$ cat src/rtl/canvas_uart_dump_if.sv
// canvas_uart_dump_if: bundles the dump request/status handshake, the tile
// RAM read port and the UART line of canvas_uart_dump.
//   start    : one-cycle dump request (host -> dumper)
//   busy     : dump in progress (dumper -> host)
//   done     : one-cycle pulse when the dump has completed (dumper -> host)
//   ram_addr : tile RAM read address {row[4:0], col[6:0]} (dumper -> RAM)
//   ram_dout : tile RAM read data, one cycle after ram_addr (RAM -> dumper)
//   tx       : UART 8N1 serial output, idles high (dumper -> line)
interface canvas_uart_dump_if;
  logic        start;
  logic        busy;
  logic        done;
  logic [11:0] ram_addr;
  logic [6:0]  ram_dout;
  logic        tx;

  modport master (output start, ram_dout, input busy, done, ram_addr, tx);
  modport slave  (input start, ram_dout, output busy, done, ram_addr, tx);
endinterface

$ cat src/rtl/canvas_uart_dump.sv
// canvas_uart_dump: on request, walks the (MAX_X+1)x(MAX_Y+1) tile RAM through
// its read port and sends it as ASCII over UART (8N1, LSB first): DOT_CHAR
// for a nonzero tile, BLANK_CHAR for a zero tile, CR LF after every row.
//   clk_100MHz : system clock
//   reset      : synchronous, active-high reset
//   bus        : canvas_uart_dump_if.slave (start/busy/done, RAM read, tx)
module canvas_uart_dump #(
  parameter int unsigned CLKS_PER_BIT = 868,
  parameter int unsigned MAX_X        = 79,
  parameter int unsigned MAX_Y        = 29,
  parameter logic [7:0]  DOT_CHAR     = 8'h23,
  parameter logic [7:0]  BLANK_CHAR   = 8'h2E
) (
  input  logic               clk_100MHz,
  input  logic               reset,
  canvas_uart_dump_if.slave  bus
);

  localparam logic [11:0] BAUD_LAST = 12'(CLKS_PER_BIT - 1);
  localparam logic [6:0]  COL_LAST  = 7'(MAX_X);
  localparam logic [4:0]  ROW_LAST  = 5'(MAX_Y);
  localparam logic [7:0]  CR_CHAR   = 8'h0D;
  localparam logic [7:0]  LF_CHAR   = 8'h0A;

  typedef enum logic [2:0] {
    S_IDLE, S_ADDR, S_LATCH, S_SEND, S_ADV, S_DONE
  } state_t;

  // What the character currently in flight was, so ADV knows what follows.
  typedef enum logic [1:0] {K_TILE, K_CR, K_LF} kind_t;

  state_t      state_q, state_d;
  kind_t       kind_q, kind_d;
  logic [4:0]  row_q, row_d;
  logic [6:0]  col_q, col_d;
  logic [7:0]  char_q, char_d;
  logic [3:0]  bit_q, bit_d;
  logic [11:0] baud_q, baud_d;
  logic [11:0] addr_q, addr_d;
  logic        tx_q, tx_d;
  logic        busy_q, busy_d;
  logic        done_q, done_d;
  logic [9:0]  frame;

  always_comb begin
    state_d = state_q;
    kind_d  = kind_q;
    row_d   = row_q;
    col_d   = col_q;
    char_d  = char_q;
    bit_d   = bit_q;
    baud_d  = baud_q;
    addr_d  = addr_q;

    unique case (state_q)
      S_IDLE: begin
        if (bus.start) begin
          row_d   = '0;
          col_d   = '0;
          state_d = S_ADDR;
        end
      end
      S_ADDR: state_d = S_LATCH;
      S_LATCH: begin
        char_d  = (bus.ram_dout != '0) ? DOT_CHAR : BLANK_CHAR;
        kind_d  = K_TILE;
        bit_d   = '0;
        baud_d  = '0;
        state_d = S_SEND;
      end
      S_SEND: begin
        if (baud_q == BAUD_LAST) begin
          baud_d = '0;
          if (bit_q == 4'd9) state_d = S_ADV;
          else               bit_d   = bit_q + 4'd1;
        end else begin
          baud_d = baud_q + 12'd1;
        end
      end
      S_ADV: begin
        bit_d  = '0;
        baud_d = '0;
        case (kind_q)
          K_TILE: begin
            if (col_q < COL_LAST) begin
              col_d   = col_q + 7'd1;
              state_d = S_ADDR;
            end else begin
              char_d  = CR_CHAR;
              kind_d  = K_CR;
              state_d = S_SEND;
            end
          end
          K_CR: begin
            char_d  = LF_CHAR;
            kind_d  = K_LF;
            state_d = S_SEND;
          end
          default: begin
            if (row_q < ROW_LAST) begin
              row_d   = row_q + 5'd1;
              col_d   = '0;
              state_d = S_ADDR;
            end else begin
              state_d = S_DONE;
            end
          end
        endcase
      end
      S_DONE:  state_d = S_IDLE;
      default: state_d = S_IDLE;
    endcase

    // Outputs are registered from the next-state values so that they line up
    // with the state they describe instead of lagging it by one cycle.
    if (state_d == S_ADDR) addr_d = {row_d, col_d};
    frame  = {1'b1, char_d, 1'b0};
    tx_d   = (state_d == S_SEND) ? frame[bit_d] : 1'b1;
    busy_d = (state_d == S_ADDR) || (state_d == S_LATCH) ||
             (state_d == S_SEND) || (state_d == S_ADV);
    done_d = (state_d == S_DONE);
  end

  always_ff @(posedge clk_100MHz) begin
    if (reset) begin
      state_q <= S_IDLE;
      kind_q  <= K_TILE;
      row_q   <= '0;
      col_q   <= '0;
      char_q  <= '0;
      bit_q   <= '0;
      baud_q  <= '0;
      addr_q  <= '0;
      tx_q    <= 1'b1;
      busy_q  <= 1'b0;
      done_q  <= 1'b0;
    end else begin
      state_q <= state_d;
      kind_q  <= kind_d;
      row_q   <= row_d;
      col_q   <= col_d;
      char_q  <= char_d;
      bit_q   <= bit_d;
      baud_q  <= baud_d;
      addr_q  <= addr_d;
      tx_q    <= tx_d;
      busy_q  <= busy_d;
      done_q  <= done_d;
    end
  end

  assign bus.ram_addr = addr_q;
  assign bus.tx       = tx_q;
  assign bus.busy     = busy_q;
  assign bus.done     = done_q;

endmodule

$ cat src/flat_wrapper.sv
// flat-port wrapper written by rule: the top's interface ports become plain ports
module canvas_uart_dump_flat 
#(
  parameter int unsigned CLKS_PER_BIT = 868,
  parameter int unsigned MAX_X        = 79,
  parameter int unsigned MAX_Y        = 29,
  parameter logic [7:0]  DOT_CHAR     = 8'h23,
  parameter logic [7:0]  BLANK_CHAR   = 8'h2E
)
  (clk_100MHz, reset, bus_start, bus_ram_dout, bus_busy, bus_done, bus_ram_addr, bus_tx);
  canvas_uart_dump_if bus_i ();
  input  logic clk_100MHz;
  input  logic reset;
  input wire logic [$bits(bus_i.start)-1:0] bus_start;
  input wire logic [$bits(bus_i.ram_dout)-1:0] bus_ram_dout;
  output wire logic [$bits(bus_i.busy)-1:0] bus_busy;
  output wire logic [$bits(bus_i.done)-1:0] bus_done;
  output wire logic [$bits(bus_i.ram_addr)-1:0] bus_ram_addr;
  output wire logic [$bits(bus_i.tx)-1:0] bus_tx;
  assign bus_i.start = bus_start;
  assign bus_i.ram_dout = bus_ram_dout;
  assign bus_busy = bus_i.busy;
  assign bus_done = bus_i.done;
  assign bus_ram_addr = bus_i.ram_addr;
  assign bus_tx = bus_i.tx;
  canvas_uart_dump #(.CLKS_PER_BIT(CLKS_PER_BIT), .MAX_X(MAX_X), .MAX_Y(MAX_Y), .DOT_CHAR(DOT_CHAR), .BLANK_CHAR(BLANK_CHAR)) u_core (.clk_100MHz(clk_100MHz), .reset(reset), .bus(bus_i));
endmodule
$ cat config.mk
export PLATFORM = sky130hd
export DESIGN_NAME = canvas_uart_dump_flat
export DESIGN_NICKNAME = d
export VERILOG_FILES = /design/src/rtl/canvas_uart_dump_if.sv /design/src/rtl/canvas_uart_dump.sv /design/src/flat_wrapper.sv
export SDC_FILE = /design/constraint.sdc
export NUM_CORES = 1
export LEC_CHECK = 0
export BUFFER_PORTS_ARGS = -buffer_cell sky130_fd_sc_hd__buf_2
export CORE_MARGIN = 3
export CORE_UTILIZATION = 46
export DETAILED_ROUTE_END_ITERATION = 10
export PLACE_DENSITY_LB_ADDON = 0.15
export SYNTH_ARGS = -nofsm -noshare
export SYNTH_HDL_FRONTEND = slang
export SYNTH_SLANG_ARGS = --single-unit
export TNS_END_PERCENT = 1
$ cat constraint.sdc
create_clock -name clk_100MHz -period 6.44 [get_ports clk_100MHz]
set_clock_uncertainty 0.15 [all_clocks]
set_input_delay 0.644 -clock clk_100MHz [delete_from_list [all_inputs] [get_ports clk_100MHz]]
set_output_delay 0.644 -clock clk_100MHz [all_outputs]
set_load 0.005 [all_outputs]
==> results by group <==
Clocking
  • Number of buffers inserted to repair setup after CTS: 0
  • Cell chosen for the clock root: sky130_fd_sc_hd__clkbuf_8
  • H-tree levels: 2
  • Clock transition at the registers of the reported paths: 100 ps
  • Number of resized instances in the post-cts repair step: 0
  • Skew-Pair Late Insertion Delay: around 310 ps
  • Clock buffers created by TritonCTS: 5
  • Post-CTS Hold Buffers: 0
  • CTS Buffer Depth: 2
  • TritonCTS sink count: 56
  • Clock tree from TritonCTS: done

Floorplanning
  • IO Count: 25
  • Width of the chip: 84.23 um
  • Chip Height: between 80 and 90 um
  • Starting utilization of the core area: 49.31%
  • Die Footprint: 7095 um^2
  • Total number of placement rows: 27
  • Area of the core: around 5700 um^2

Critical path
  • Critical path arrival: 2620 ps
  • Category of cells accounting for the largest share of critical-path delay: simple AND/OR/NAND/NOR gates
  • Minimum setup slack among reg-to-reg paths: 3840 ps
  • Startpoint types: register
  • Required time of the critical path: 6450 ps
  • Ordered list of cells on the worst path: or3b_1 > nor2_8 > o21ai_2 > and2_1 > nor2_1 > a211oi_2
  • Classification of the worst setup path: reg -> reg
  • Depth of the most critical reg-to-reg path: 6
  • Kind of capture point of the worst setup path: register
  • Crit path max-delay cell type: sky130_fd_sc_hd__dfxtp_1
  • Largest stage delay, worst path: 610 ps
  • Number of buffers and inverters on the critical path: 0
  • Crit Path Max Fanout: 18
  • Critical register-to-register path startpoint: u_core.state_q[2]
  • Critical R2R Capture: u_core.bus.ram_addr[2]

Power
  • Post-layout total power: 0.6126 mW
  • Portion of total power attributed to combinational logic: 10.4%
  • NetSw: around 0.16 mW
  • Switching Share: 25.63%
  • Leakage power: ~1.1 nW
  • Power per cell area: 202.1 nW/um^2
  • Power share of the clock group: 30.2%
  • Share of total power in sequential cells: 59.3%
  • Maximum resistive drop on vdd: roughly 0.0001 V
  • Design internal power: 0.4556 mW

Timing
  • Portion of the clock cycle consumed by the worst path in the final layout: 40.40%
  • Final count of negative-setup-slack endpoints: 0
  • Unrepaired setup endpoints after global routing: no
  • Achievable frequency: just under 400 MHz
  • Final Max Slew Viols: 0
  • Normalized max-slew margin: 38.26%
  • Min cycle time layout: 2602 ps
  • Final TNS setup: 0 ps
  • Pin slew with the least headroom to its limit: 926.2 ps
  • Worst Hold Margin: slightly above 300 ps
  • Worst Setup Slack, final: ~3800 ps
  • Hold violation total from the final report: 0

GRT
  • Largest net degree at the start of global routing: 48
  • Overflow after GRT: 0
  • Number of global-route vias before repair: 2246
  • Global Route Usage Sum: 17.87%
  • Number of antenna violations at the first check in global routing: 0
  • First-pass GRT wire length: 10.47 mm

Worst hold path
  • Worst hold stages: 2
  • Hold Path Class: reg -> reg
  • Hold Startpoint: u_core.bus.ram_addr[0]
  • Hold Path End: u_core.bus.ram_addr[0]

Synthesis
  • Cell count after synthesis: around 350
  • Post-synthesis instance area: 2815 um^2
  • Nets in the synthesized netlist: 360
  • Yosys top cell by area: sky130_fd_sc_hd__dfxtp_1
  • Top cell types by occurrence after synthesis: sky130_fd_sc_hd__dfxtp_1, sky130_fd_sc_hd__nor2_1, sky130_fd_sc_hd__nand2_1
  • Dominant synthesized flop cell: sky130_fd_sc_hd__dfxtp_1
  • Sequential share of the synthesized area: between 30% and 40%
  • Area share of the leading cell type in the synthesized netlist: 39.82%
  • Top cells by area in the synthesized netlist: sky130_fd_sc_hd__dfxtp_1, sky130_fd_sc_hd__nor2_1, sky130_fd_sc_hd__nand2_1
  • Post-synth EDFFs: 0
  • Distinct cell type count after synthesis: 57
  • Post-synthesis async set-or-reset flop share: 0%
  • Number of register bits inferred by synthesis: 56
  • Total of warnings raised by yosys: 0
  • Mean instance size in the synthesized netlist: slightly above 8 um^2

Drt
  • Number of DRC markers in iteration 0: 106
  • Number of antenna-violating nets in the routed design: 0
  • Final Routed Wirelength: 6.040 mm
  • Via count normalized by instance count: 5.719
  • Total via count after detailed routing: 2482
  • Drc violations: 0
  • First-pass iteration count of the detailed router: 4
  • Routed wire per std cell: 13.92 um

Cells and area
  • Number of diodes: 0
  • Layout cells sized above 1: between 10% and 20%
  • Count of nets after finishing: 377
  • Final design instance area without fill: 3032 um^2
  • Area delta synth->final: 7.689%

Place
  • Estimated wirelength of the detail-placed design: 4.332 mm
  • Placement-stage worst setup slack: 3842 ps
  • Placed Area: between 2000 and 3000 um^2
  • Number of buffers inserted by port buffering: 24
  • Final estimated routing congestion in global placement: 0.8531

Job
  • Number of maximum-capacitance constraint violations: 0

Run status
  • Outcome: completed
## logic make-up after synthesis
kind of cell / count (synthesis) / synth area share [%]
compound gates: 87 / 20.93
mux: 4 / 1.511
flops: 56 / 39.82
xor+xnor: 7 / 2.178
simple gates: 169 / 30.27
buf+inv: 17 / 3.067
fa+ha+maj: 5 / 2.222
## cell usage in the layout, fill, tap and decap left out, types with 3 or more instances in the layout
cell | Yosys | layout
sky130_fd_sc_hd__nor2_1 | 56 | 56
sky130_fd_sc_hd__dfxtp_1 | 56 | 56
sky130_fd_sc_hd__nand2_1 | 44 | 44
sky130_fd_sc_hd__a21oi_1 | 31 | 31
sky130_fd_sc_hd__buf_2 | 3 | 24
sky130_fd_sc_hd__o21ai_0 | 16 | 16
sky130_fd_sc_hd__nand3_1 | 11 | 11
sky130_fd_sc_hd__and3_1 | 8 | 8
sky130_fd_sc_hd__a211oi_2 | 7 | 7
sky130_fd_sc_hd__nor3b_1 | 6 | 6
sky130_fd_sc_hd__nor3_1 | 6 | 6
sky130_fd_sc_hd__nand4_1 | 6 | 6
sky130_fd_sc_hd__and2_1 | 5 | 5
sky130_fd_sc_hd__ha_1 | 5 | 5
sky130_fd_sc_hd__clkbuf_8 | 0 | 5
sky130_fd_sc_hd__o21ai_1 | 4 | 4
sky130_fd_sc_hd__nand3b_1 | 4 | 4
sky130_fd_sc_hd__nor2b_1 | 4 | 4
sky130_fd_sc_hd__xor2_1 | 4 | 4
sky130_fd_sc_hd__a211oi_1 | 4 | 4
sky130_fd_sc_hd__nor4_1 | 3 | 3
sky130_fd_sc_hd__nand2b_1 | 3 | 3
sky130_fd_sc_hd__or3_1 | 3 | 3
sky130_fd_sc_hd__xnor2_1 | 3 | 3
sky130_fd_sc_hd__o21a_1 | 3 | 3
sky130_fd_sc_hd__o22ai_1 | 3 | 3
## worst max-delay path by stage
stage / startpoint / endpoint / slack, ps / depth (start not counted)
CTS: u_core.state_q[0] / u_core.bus.ram_addr[8] / 3830 / 6
global route: u_core.state_q[0] / u_core.bus.ram_addr[5] / 3600 / 6
detailed placement: u_core.state_q[0] / u_core.bus.ram_addr[8] / 3840 / 6
finish: u_core.state_q[2] / u_core.bus.ram_addr[2] / 3840 / 6
floorplan: bus_ram_dout[1] / u_core.bus.tx / 4330 / 7
global placement: u_core.state_q[0] / u_core.bus.ram_addr[8] / 3910 / 6
## flip-flops by register name (all words and copies together) (netlist names)
| signal | count |
|---|---|
| u_core.bus.tx | 1 |
| u_core.col_q | 7 |
| u_core.baud_q | 12 |
| u_core.bus.done | 1 |
| u_core.bus.ram_addr | 12 |
| u_core.state_q | 3 |
| u_core.bus.busy | 1 |
| u_core.row_q | 5 |
| u_core.kind_q | 2 |
| u_core.char_q | 8 |
| u_core.bit_q | 4 |
## power groups by stage
stage	clock (mW)	combinational, mW	sequential (mW)
after floorplan	0	0.0505	0.369
after global placement	0	0.0640	0.371
after detailed placement	0	0.0645	0.372
after CTS	0.192	0.0648	0.364
after global routing	0.207	0.0718	0.366
final	0.185	0.0640	0.364
## tightest hold or removal path, cell delays in order (launching register included)
cell and delay (ps):
sky130_fd_sc_hd__dfxtp_1 320, sky130_fd_sc_hd__nand2_1 50, sky130_fd_sc_hd__a21oi_1 50
## per-stage QoR
| stage | std cells | util (%) |
|---|---|---|
| global route | 434 | 53.10 |
| global placement | 427 | 51.74 |
| finish | 434 | 53.10 |
| floorplan | 345 | - |
| detailed placement | 427 | 51.74 |
| CTS | 434 | 53.10 |
## per-layer routing
metal,track usage [%],up-vias,routed length (um)
met5,0,-,0
met4,6.140,0,68
met3,3.337,6,270
met2,27.12,56,2743
met1,25.39,1157,2958
li1,-,1263,-
## layout make-up
type                    instances  area, um^2
inverters                       2       7.507
flip-flops and latches         56        1121
well taps                      72       90.09
multi-input cells             272        1608
clock buffers                   6       72.57
clock inverters                 1       5.005
fillers                       595        2678
repair buffers                 25       127.6
Power figures use the tool's default switching activity.
